**src/rtl/pulse_timer_if.sv**
```systemverilog
// Control/status bundle for pulse_timer: run control and period load
// from the host side, tick/busy/done/count back from the timer.
`timescale 1ns/1ps

interface pulse_timer_if #(
  parameter int unsigned WIDTH = 32
);
  logic             enable;
  logic             start;
  logic             stop;
  logic             mode;
  logic             load;
  logic [WIDTH-1:0] period_in;
  logic             tick;
  logic             busy;
  logic             done;
  logic [WIDTH-1:0] count;

  // Host side: drives control, observes status
  modport master (
    output enable, start, stop, mode, load, period_in,
    input  tick, busy, done, count
  );

  // Timer side: observes control, drives status
  modport slave (
    input  enable, start, stop, mode, load, period_in,
    output tick, busy, done, count
  );
endinterface

```
**src/rtl/pulse_timer.sv**
```systemverilog
// Programmable period timer with prescaler. Counts 0..period-1 while
// running, pulses tick for one cycle on each wrap, and either keeps
// running (periodic) or parks in DONE with a sticky done flag (one-shot).
`timescale 1ns/1ps

module pulse_timer #(
  parameter int unsigned WIDTH          = 32,
  parameter int unsigned DEFAULT_PERIOD = 10,
  parameter int unsigned PRESCALE       = 1
) (
  input  logic          clk,
  input  logic          reset,
  pulse_timer_if.slave  bus
);

  typedef enum logic [1:0] {
    S_IDLE = 2'd0,
    S_RUN  = 2'd1,
    S_DONE = 2'd2
  } state_t;

  // A one-bit prescaler is kept even for PRESCALE == 1; it simply never
  // leaves zero because its last value is also zero.
  localparam int unsigned      PW         = (PRESCALE > 1) ? $clog2(PRESCALE) : 1;
  localparam logic [PW-1:0]    PRE_LAST   = PW'(PRESCALE - 1);
  localparam logic [WIDTH-1:0] PERIOD_RST = WIDTH'(DEFAULT_PERIOD);

  state_t           r_state;
  logic [WIDTH-1:0] r_count;
  logic [PW-1:0]    r_presc;
  logic             r_tick;
  logic             r_busy;
  logic             r_done;
  logic             r_mode;
  logic [WIDTH-1:0] r_period;
  logic [WIDTH-1:0] r_period_eff;

  state_t           w_state_nxt;
  logic [WIDTH-1:0] w_count_nxt;
  logic [PW-1:0]    w_presc_nxt;
  logic             w_tick_nxt;
  logic             w_done_nxt;
  logic             w_mode_nxt;
  logic [WIDTH-1:0] w_period_nxt;
  logic [WIDTH-1:0] w_period_eff_nxt;
  logic             w_step;
  logic             w_last;

  // A step happens when the prescaler completes while running and enabled
  assign w_step = (r_state == S_RUN) && bus.enable && (r_presc == PRE_LAST);
  assign w_last = (r_count == (r_period_eff - WIDTH'(1)));

  // State and output registers; reset overrides every other input
  always_ff @(posedge clk) begin
    if (reset) begin
      r_state      <= S_IDLE;
      r_count      <= '0;
      r_presc      <= '0;
      r_tick       <= 1'b0;
      r_busy       <= 1'b0;
      r_done       <= 1'b0;
      r_mode       <= 1'b0;
      r_period     <= PERIOD_RST;
      r_period_eff <= PERIOD_RST;
    end else begin
      r_state      <= w_state_nxt;
      r_count      <= w_count_nxt;
      r_presc      <= w_presc_nxt;
      r_tick       <= w_tick_nxt;
      r_busy       <= (w_state_nxt == S_RUN);
      r_done       <= w_done_nxt;
      r_mode       <= w_mode_nxt;
      r_period     <= w_period_nxt;
      r_period_eff <= w_period_eff_nxt;
    end
  end

  // Next-state logic: stop beats start, start beats counting
  always_comb begin
    w_state_nxt      = r_state;
    w_count_nxt      = r_count;
    w_presc_nxt      = r_presc;
    w_tick_nxt       = 1'b0;
    w_done_nxt       = r_done;
    w_mode_nxt       = r_mode;
    w_period_eff_nxt = r_period_eff;

    // Zero is not a legal period, so such a load is dropped
    w_period_nxt = r_period;
    if (bus.load && (bus.period_in != '0)) begin
      w_period_nxt = bus.period_in;
    end

    if (bus.stop) begin
      // A stop outside RUN is a no-op but still suppresses a same-cycle start
      if (r_state == S_RUN) begin
        w_state_nxt = S_IDLE;
        w_count_nxt = '0;
        w_presc_nxt = '0;
      end
    end else if (bus.start) begin
      // The period register's pre-edge value is used, so a load on the
      // same edge only takes effect from the next wrap or start.
      w_state_nxt      = S_RUN;
      w_count_nxt      = '0;
      w_presc_nxt      = '0;
      w_mode_nxt       = bus.mode;
      w_period_eff_nxt = r_period;
      w_done_nxt       = 1'b0;
    end else if ((r_state == S_RUN) && bus.enable) begin
      if (w_step) begin
        w_presc_nxt = '0;
        if (w_last) begin
          w_count_nxt      = '0;
          w_tick_nxt       = 1'b1;
          w_period_eff_nxt = r_period;
          if (r_mode) begin
            w_state_nxt = S_DONE;
            w_done_nxt  = 1'b1;
          end
        end else begin
          w_count_nxt = r_count + WIDTH'(1);
        end
      end else begin
        w_presc_nxt = r_presc + PW'(1);
      end
    end
  end

  assign bus.tick  = r_tick;
  assign bus.busy  = r_busy;
  assign bus.done  = r_done;
  assign bus.count = r_count;

endmodule

```
**src/flat_wrapper.sv**
```systemverilog
// flat-port wrapper written by rule: the top's interface ports become plain ports
module pulse_timer_flat 
#(
  parameter int unsigned WIDTH          = 32,
  parameter int unsigned DEFAULT_PERIOD = 10,
  parameter int unsigned PRESCALE       = 1
)
  (clk, reset, bus_enable, bus_start, bus_stop, bus_mode, bus_load, bus_period_in, bus_tick, bus_busy, bus_done, bus_count);
  pulse_timer_if #(.WIDTH(WIDTH)) bus_i ();
  input  logic clk;
  input  logic reset;
  input wire logic [$bits(bus_i.enable)-1:0] bus_enable;
  input wire logic [$bits(bus_i.start)-1:0] bus_start;
  input wire logic [$bits(bus_i.stop)-1:0] bus_stop;
  input wire logic [$bits(bus_i.mode)-1:0] bus_mode;
  input wire logic [$bits(bus_i.load)-1:0] bus_load;
  input wire logic [$bits(bus_i.period_in)-1:0] bus_period_in;
  output wire logic [$bits(bus_i.tick)-1:0] bus_tick;
  output wire logic [$bits(bus_i.busy)-1:0] bus_busy;
  output wire logic [$bits(bus_i.done)-1:0] bus_done;
  output wire logic [$bits(bus_i.count)-1:0] bus_count;
  assign bus_i.enable = bus_enable;
  assign bus_i.start = bus_start;
  assign bus_i.stop = bus_stop;
  assign bus_i.mode = bus_mode;
  assign bus_i.load = bus_load;
  assign bus_i.period_in = bus_period_in;
  assign bus_tick = bus_i.tick;
  assign bus_busy = bus_i.busy;
  assign bus_done = bus_i.done;
  assign bus_count = bus_i.count;
  pulse_timer #(.WIDTH(WIDTH), .DEFAULT_PERIOD(DEFAULT_PERIOD), .PRESCALE(PRESCALE)) u_core (.clk(clk), .reset(reset), .bus(bus_i));
endmodule
```
**config.mk**
```make
export PLATFORM = sky130hd
export DESIGN_NAME = pulse_timer_flat
export DESIGN_NICKNAME = d
export VERILOG_FILES = /design/src/rtl/pulse_timer_if.sv /design/src/rtl/pulse_timer.sv /design/src/flat_wrapper.sv
export SDC_FILE = /design/constraint.sdc
export NUM_CORES = 1
export LEC_CHECK = 0
export CORE_AREA = 5 5 139 141
export CTS_BUF_LIST = sky130_fd_sc_hd__clkbuf_8
export DETAILED_ROUTE_END_ITERATION = 10
export DIE_AREA = 0 0 144 146
export PLACE_DENSITY_LB_ADDON = 0.15
export SKIP_LAST_GASP = 1
export SLEW_MARGIN = 20
export SYNTH_ARGS = -nofsm -noshare
export SYNTH_HDL_FRONTEND = slang
export SYNTH_SLANG_ARGS = --single-unit
```
**constraint.sdc**
```tcl
create_clock -name clk -period 4.68 [get_ports clk]
set_clock_uncertainty 0.1 [all_clocks]
set_input_delay 0.468 -clock clk [delete_from_list [all_inputs] [get_ports clk]]
set_output_delay 0.468 -clock clk [all_outputs]
set_load 0.01 [all_outputs]
```
==> results.toml, run 1 <==
[synthesis]
yosysSeqAreaShare_pct = 37.85
syn_nets = 680
yosysTopAreaCellShare_pct = 37.85
ys.warnings.count = 0
synth-edff-count = 0
syn_avg_cell_area_sq_um = 8.525
netlist_area_sq_um = 5448
netlist_instances = 639
async_reset_ff_share_pct = 0
synth.distinct_cells = 55
ys_ff_latch = 103
yosysTopAreaCell = "dfxtp_1"
yosys-top-cells-area = "dfxtp_1, mux2i_1, nor2_1"
synth_ff_type = "dfxtp_1"

[layout]
stdcell_count = 929
multi_input_area_sq_um = 3218
nets = 736
area_delta_synth_final_pct = 20.49
final_cell_mix = "dfxtp_1, nor2_1, clkdlybuf4s50_1, mux2i_1, nand2_1"
nFillCells = 1841
diodes = 0
seq_area_sq_um = 2062
final_common_cell = "dfxtp_1"
drive_above_1_share_pct = 5.429
post-route-util_pct = 36.79

[setup_path]
end_kind = "register"
critPathKind = "reg -> reg"
critPathMaxStageDelay_ps = 600
crit_path_start_kind = "register"
cp-endpoint = "u_core.r_period_eff[12]"
crit_start = "u_core.r_period_eff[6]"
r2r_end = "u_core.r_period_eff[12]"
worst-path-max-fanout = 34
cp.depth = 10
required_ps = 4830
cpMaxStageDelayCell = "or4b_1"
crit_chain = "nor4_4, nand4_1, or3_1, a32oi_1, a21oi_1, or4b_1, o21ai_4, buf_4, mux2i_1, nor2_1"
crit_family = "simple AND/OR/NAND/NOR gates"
r2r-start = "u_core.r_period_eff[6]"
worstPathArrival_ps = 4080
reg2reg_setup_slack_ps = 750
path_buf_inv = 1
rr_worst_depth = 10

[floorplanning]
die-area_sq_um = 21020
core_sq_um = 17840
die_w_microns = 144
start_util_pct = 30.54
rows = 49
die_h_microns = 146
pin_count = 74

[timing]
timing.hold.ws_ps = 327.0
slew_viol_final = 0
final.period_utilization_pct = 84.00
finalSetupViolations = 0
final_hold_viol_count = 0
finalCriticalPeriod_ps = 3931
relSlewSlack_pct = 52.60
grt_setup_unrepaired = "false"
tns_ps = 0
fmax_mhz = 254.4
tightest_slew_ps = 710.9

[cts]
htree_levels = 3
cts.clk_slew.worst_paths_ps = 100
post_cts_buffers = 0
cts_sinks = 103
cts_resized = 0
clk-insertion-delay-late_ps = 380
cts-root-buf = "clkbuf_8"
cts_max_path_buffers = 2
cts_buffers = 9
cts_hold_buf = 0
cts_tree = "yes"

[global_routing]
grt_pass1_wl_microns = 24900
grt_pass1_vias = 4582
grt_overflow = 0
grt_antenna_before_repair = 0
grt_max_degree = 71
track_usage_pct = 14.67

[power_and_ir_drop]
p_leak_nw = 2.427
powerDensity_nw_per_um2 = 258.1
peakVddDrop_uv = 120.7
total_power_mw = 1.694

[routing]
drc = 0
vias_per_cell = 5.109
post_drt_wl_per_cell_microns = 16.25
vias = 4746
antenna_left = 0
dr.pass1.iters = 5
wirelength_microns = 15100
drt_iter0_markers = 199

[place]
place.port_buffers = 73
dp_cells = 913
gp_congestion = 0.8124
hpwl_microns = 11290

[worst_hold_path]
hold_class = "in -> reg"
hold_path_depth = 3

[run]
maxCapViolations = 0

[run_status]
status = "finished, final reports clean"
==> worst min-delay path by stage <==
stage / start / to / slack (ps)
3_3_place_gp: u_core.r_presc / u_core.r_presc / 330
3_5_place_dp: u_core.r_presc / u_core.r_presc / 340
5_1_grt: reset / u_core.r_period[1] / 320
4_1_cts: reset / u_core.r_period[1] / 320
2_1_floorplan: u_core.r_presc / u_core.r_presc / 310
6_report: reset / u_core.r_period[1] / 330
==> registers in the layout, summed over array words and instances, names as in the netlist <==
name                 cells
u_core.r_state           2
u_core.r_mode            1
u_core.bus.tick          1
u_core.bus.done          1
u_core.r_period_eff     32
u_core.r_presc           1
u_core.bus.busy          1
u_core.bus.count        32
u_core.r_period         32
==> metal layers <==
layer | vias to the layer above | track usage, % | wire length [microns]
met5 | - | 0 | 0
met4 | 0 | 4.944 | 312
met3 | 16 | 2.366 | 582
met2 | 89 | 21.46 | 6525
met1 | 2239 | 21.76 | 7679
li1 | 2402 | - | -
==> tightest hold or removal path, delay by kind of cell <==
kind	cells	cell delay, ps
buf+inv	2	220
simple gates	1	90
==> cells in the mapped netlist (4+ instances only) <==
library cell,number
dfxtp_1,103
or2_2,4
nand2_1,52
o311ai_1,8
a22o_1,4
nor4_1,21
o21a_1,4
nor4_2,4
o21ai_1,12
clkbuf_1,27
or3_1,6
nand3b_1,4
or4_1,6
nor2b_1,5
nand4_1,14
xor2_1,25
o21ai_0,7
nor3_1,16
and4_1,5
a21oi_1,15
inv_1,7
nand3_1,36
a31oi_1,5
and3_1,11
nor2_1,95
mux2i_1,66
xnor2_1,31
==> where the power goes <==
part	internal, mW	switching (mW)
logic	0.0937	0.0996
clock network	0.244	0.331
registers	0.901	0.0251
==> cells by family (layout without fill, tap and decap cells) <==
family                   after synthesis  after routing  share of synthesized area, %
XOR/XNOR                              56             56                         9.003
AO/OA/AOI/OAI                         74             74                         9.279
flip-flops                           103            103                         37.85
buffers and inverters                 41            102                         3.376
multiplexers                          66             66                         12.13
AND/OR/NAND/NOR                      297            297                         27.91
adder cells (fa/ha/maj)                2              2                        0.4593
==> area by class of cell <==
class | count | share of cell area (%)
Clock inverter | 4 | 0.5337
Timing Repair Buffer | 79 | 11.74
Inverter | 7 | 0.4003
Clock buffer | 12 | 2.516
Sequential cell | 103 | 31.41
Multi-Input combinational cell | 495 | 49.03
Tap cell | 229 | 4.365
==> metrics by stage <==
step | area (sq um) | setup WS [ps]
final | 6564 | 748.6
after global routing | 6564 | 438.0
after CTS | 6564 | 700.4
after detailed placement | 6364 | 765.4
after global placement | 6362 | 751.6
after floorplan | 5448 | 1425
(Power assumes the default switching activity.)
==> inputs of run 2 (changes only) <==
==> constraint.sdc (replaced) <==
create_clock -name clk -period 3.95 [get_ports clk]
set_clock_uncertainty 0.1 [all_clocks]
set_input_delay 0.395 -clock clk [delete_from_list [all_inputs] [get_ports clk]]
set_output_delay 0.395 -clock clk [all_outputs]
set_load 0.01 [all_outputs]
==> results.toml, run 2 (same netlist as run 1, synthesis figures left out) <==
[floorplanning]
core_sq_um = 17840
die_w_microns = 144
start_util_pct = 30.54
pin_count = 74
die-area_sq_um = 21020
rows = 49
die_h_microns = 146

[timing]
slew_viol_final = 0
relSlewSlack_pct = 53.33
tns_ps = 0
final.period_utilization_pct = 89.07
tightest_slew_ps = 700.0
fmax_mhz = 284.2
grt_setup_unrepaired = "false"
final_hold_viol_count = 0
finalSetupViolations = 0
finalCriticalPeriod_ps = 3518

[worst_hold_path]
hold_class = "in -> reg"
hp-start = "reset"

[cts]
clk-insertion-delay-late_ps = 380
cts-root-buf = "clkbuf_8"
cts.clk_slew.worst_paths_ps = 110
cts_hold_buf = 0
post_cts_buffers = 0
cts_tree = "yes"
htree_levels = 3
cts_sinks = 103
cts_resized = 0
cts_buffers = 9
cts_max_path_buffers = 2

[power_and_ir_drop]
p_seq_share_pct = 54.0
swShare_pct = 26.90
cellInternalPower_mw = 1.485
p_comb_share_pct = 11.6
p_leak_nw = 2.473
peakVddDrop_uv = 143.2
total_power_mw = 2.032
p_switching_mw = 0.5466
powerDensity_nw_per_um2 = 305.9
clockPowerShare_pct = 34.4

[global_routing]
track_usage_pct = 14.37
grt_pass1_vias = 4559
grt_antenna_before_repair = 0
grt_overflow = 0
grt_max_degree = 71
grt_pass1_wl_microns = 24320

[routing]
wirelength_microns = 14870
dr.pass1.iters = 4
vias_per_cell = 5.120
drt_iter0_markers = 248
drc = 0
antenna_left = 0
post_drt_wl_per_cell_microns = 15.86
vias = 4803

[setup_path]
crit_chain = "or4_4, or3_1, nor4_2, mux2i_1, or4_1, nor4_2, a21oi_2, buf_4, a21o_1, a22o_1"
critPathMaxStageDelay_ps = 590
critPathKind = "reg -> reg"
worst-path-max-fanout = 30
required_ps = 4130
cpMaxStageDelayCell = "or4_4"
crit_path_start_kind = "register"
worstPathArrival_ps = 3700
r2r-start = "u_core.r_period_eff[14]"
path_common_cell = "nor4_2"
end_kind = "register"
crit_start = "u_core.r_period_eff[14]"

[place]
dp_cells = 922
place_area_sq_um = 6442
place.port_buffers = 73
gp_congestion = 0.8660
hpwl_microns = 11400

[layout]
fin_area_sq_um = 6643
post-route-util_pct = 37.23
area_delta_synth_final_pct = 21.93
final_cell_mix = "dfxtp_1, nor2_1, clkdlybuf4s50_1, mux2i_1, nand2_1"
diodes = 0
stdcell_count = 938
multi_input_area_sq_um = 3217
final_common_cell = "dfxtp_1"
nFillCells = 1814
seq_area_sq_um = 2062
nets = 745
drive_above_1_share_pct = 6.347

[run_status]
status = "finished, final reports clean"

[run]
maxCapViolations = 0
run 2: critical path, delay by kind of cell, from the launching register on:
| kind | cells | cell delay, ps |
|---|---|---|
| flip-flops | 1 | 400 |
| AND/OR/NAND/NOR | 5 | 2050 |
| buffers and inverters | 1 | 260 |
| multiplexers | 1 | 150 |
| AO/OA/AOI/OAI | 3 | 460 |
run 2: power by group through the flow:
stage          sequential, mW  clock, mW  combinational [mW]
2_1_floorplan            1.11          0               0.155
3_3_place_gp             1.12          0               0.234
3_5_place_dp             1.12          0               0.237
4_1_cts                  1.10      0.727               0.238
5_1_grt                  1.10      0.772               0.262
6_report                 1.10      0.700               0.235
run 2: layer usage:
layer	track usage, %	share of wire, %
met5	0	0
met4	4.708	1.5
met3	2.235	4.2
met2	21.42	44
met1	21.05	50
run 2: layout make-up:
| type | count | area share [%] |
|---|---|---|
| clock buffers | 9 | 1.865 |
| well taps | 229 | 4.313 |
| multi-input cells | 495 | 48.43 |
| inverters | 7 | 0.3956 |
| flip-flops and latches | 103 | 31.04 |
| clock inverters | 7 | 1.149 |
| repair buffers | 88 | 12.81 |
run 2: worst paths after layout:
| path | to | slack [ps] | cells past startpoint |
|---|---|---|---|
| worst max-delay path | u_core.bus.count[4] | 430 | 10 |
| worst min-delay path | u_core.r_period[1] | 250 | 3 |
| worst min register to register | u_core.r_presc | 340 | 2 |
| worst max register to register | u_core.bus.count[4] | 430 | 10 |
run 2: per-stage QoR:
step / hold slack (ps) / setup WS, ps
CTS: 237.7 / 416.1
global route: 270.0 / 144.1
finish: 253.7 / 431.7
detailed placement: 330.0 / 424.9
global placement: 325.0 / 432.9
floorplan: 314.6 / 695.1
==> inputs of run 3 (changes only) <==
==> constraint.sdc (replaced) <==
create_clock -name clk -period 2.9 [get_ports clk]
set_clock_uncertainty 0.1 [all_clocks]
set_input_delay 0.29 -clock clk [delete_from_list [all_inputs] [get_ports clk]]
set_output_delay 0.29 -clock clk [all_outputs]
set_load 0.01 [all_outputs]
==> results.toml, run 3 (same netlist as run 1, synthesis figures left out) <==
[timing]
slew_viol_final = 0
final_hold_viol_count = 0
layout_setup_ws_ps = -369.9
relSlewSlack_pct = 52.88
finalCriticalPeriod_ps = 3270
final.period_utilization_pct = 112.8
fmax_mhz = 305.8
tightest_slew_ps = 706.8
grt_setup_unrepaired = "true"
finalSetupViolations = 68
timing.hold.ws_ps = 128.4

[worst_hold_path]
hold_class = "in -> reg"
hp-start = "reset"
hold_path_depth = 3
hold_end = "u_core.r_period[1]"

[setup_path]
r2r_end = "u_core.bus.count[29]"
cpMaxStageDelayCell = "or4_4"
worstPathArrival_ps = 3470
crit_family = "simple AND/OR/NAND/NOR gates"
r2r-start = "u_core.r_period_eff[15]"
rr_worst_depth = 10
worst-path-max-fanout = 5
required_ps = 3100
end_kind = "register"
critPathMaxStageDelay_ps = 570
path_buf_inv = 1
reg2reg_setup_slack_ps = -370
critPathKind = "reg -> reg"
crit_chain = "or4_4, or3_4, nor4_4, mux2i_1, or4_4, nor4_4, buf_4, a21oi_4, and3_1, a221o_1"
crit_path_start_kind = "register"

[routing]
post_drt_wl_per_cell_microns = 16.63
drt_iter0_markers = 226
wirelength_microns = 17410
dr.pass1.iters = 4
antenna_left = 0
vias_per_cell = 5.058
drc = 0
vias = 5296

[cts]
htree_levels = 3
cts-root-buf = "clkbuf_8"
cts.clk_slew.worst_paths_ps = 100
clk-insertion-delay-late_ps = 400
cts_buffers = 9
cts_max_path_buffers = 2
cts_tree = "yes"
cts_hold_buf = 0
cts_sinks = 103

[global_routing]
track_usage_pct = 16.50
grt_pass1_vias = 5231
grt_overflow = 0
grt_antenna_before_repair = 0
gr-usage-met3_pct = 3.286
grt_pass1_wl_microns = 27720
grtUsageMet1_pct = 23.41
grt-busiest-layer = "met2"
grt_use_met2_pct = 24.91
grt_max_degree = 71

[floorplanning]
die-area_sq_um = 21020
pin_count = 74
die_w_microns = 144
start_util_pct = 30.54
core_sq_um = 17840
die_h_microns = 146
rows = 49

[layout]
drive_above_1_share_pct = 25.31
post-route-util_pct = 44.73
diodes = 0
area_delta_synth_final_pct = 46.49
final_cell_mix = "dfxtp_1, buf_4, nor2_1, clkdlybuf4s50_1, mux2i_1"
nets = 854
final_common_cell = "dfxtp_1"

[place]
place.port_buffers = 73
dp_slack_ps = -390.1
hpwl_microns = 12780
gp_congestion = 0.8304

[run_status]
violations = "negative setup slack"
status = "finished with violations"

[power_and_ir_drop]
powerDensity_nw_per_um2 = 367.2
peakVddDrop_uv = 212.1
p_leak_nw = 3.164

[run]
maxCapViolations = 0
[run 3: worst max-delay path by stage]
stage	to	from	depth (start not counted)	slack, ps
finish	u_core.bus.count[29]	u_core.r_period_eff[15]	10	-370
global route	u_core.r_period_eff[16]	u_core.r_period_eff[21]	12	-510
CTS	u_core.r_period_eff[25]	u_core.r_period_eff[17]	11	-390
detailed placement	u_core.bus.count[29]	u_core.r_period_eff[3]	10	-390
global placement	u_core.bus.count[29]	u_core.r_period_eff[2]	9	-420
floorplan	u_core.r_period_eff[0]	u_core.r_period_eff[17]	10	-280
[run 3: worst register-to-register path, cell delays in order, from the launching register on]
cell,delay (ps)
dfxtp_2,330
or4_4,570
or3_4,450
nor4_4,170
mux2i_1,140
or4_4,560
nor4_4,170
buf_4,160
a21oi_4,90
and3_1,190
a221o_1,240
[run 3: per-stage QoR]
step	instances	power [mW]	TNS [ps]	cell area, sq um
2_1_floorplan	639	1.731	-11800	5553
3_3_place_gp	1016	1.910	-20710	7253
3_5_place_dp	1016	1.919	-20840	7253
4_1_cts	1042	2.933	-17290	7752
5_1_grt	1047	3.076	-27110	7980
6_report	1047	2.930	-18650	7980
[run 3: layout make-up]
type | count | area, sq um
repair buffers | 196 | 1821
fillers | 1739 | 9861
clock inverters | 7 | 81.33
flip-flops and latches | 103 | 2064
well taps | 229 | 286.5
clock buffers | 9 | 123.9
inverters | 7 | 26.28
multi-input cells | 496 | 3577
[run 3: timing repair]
item,CTS,global route
gates cloned,4,2
gates resized for setup,41,29
pin swaps,23,17
setup buffers,7,4
setup endpoints to repair,68,69
[run 3: routing by layer]
metal,part of all wire [%],up-vias
met5,0,-
met4,1.8,0
met3,3.5,19
met2,45,117
met1,49,2516
li1,-,2644
[run 3: power breakdown]
group	switching, mW	internal, mW
sequential	0.0300	1.45
clock	0.555	0.413
combinational	0.223	0.255
total	0.807	2.12
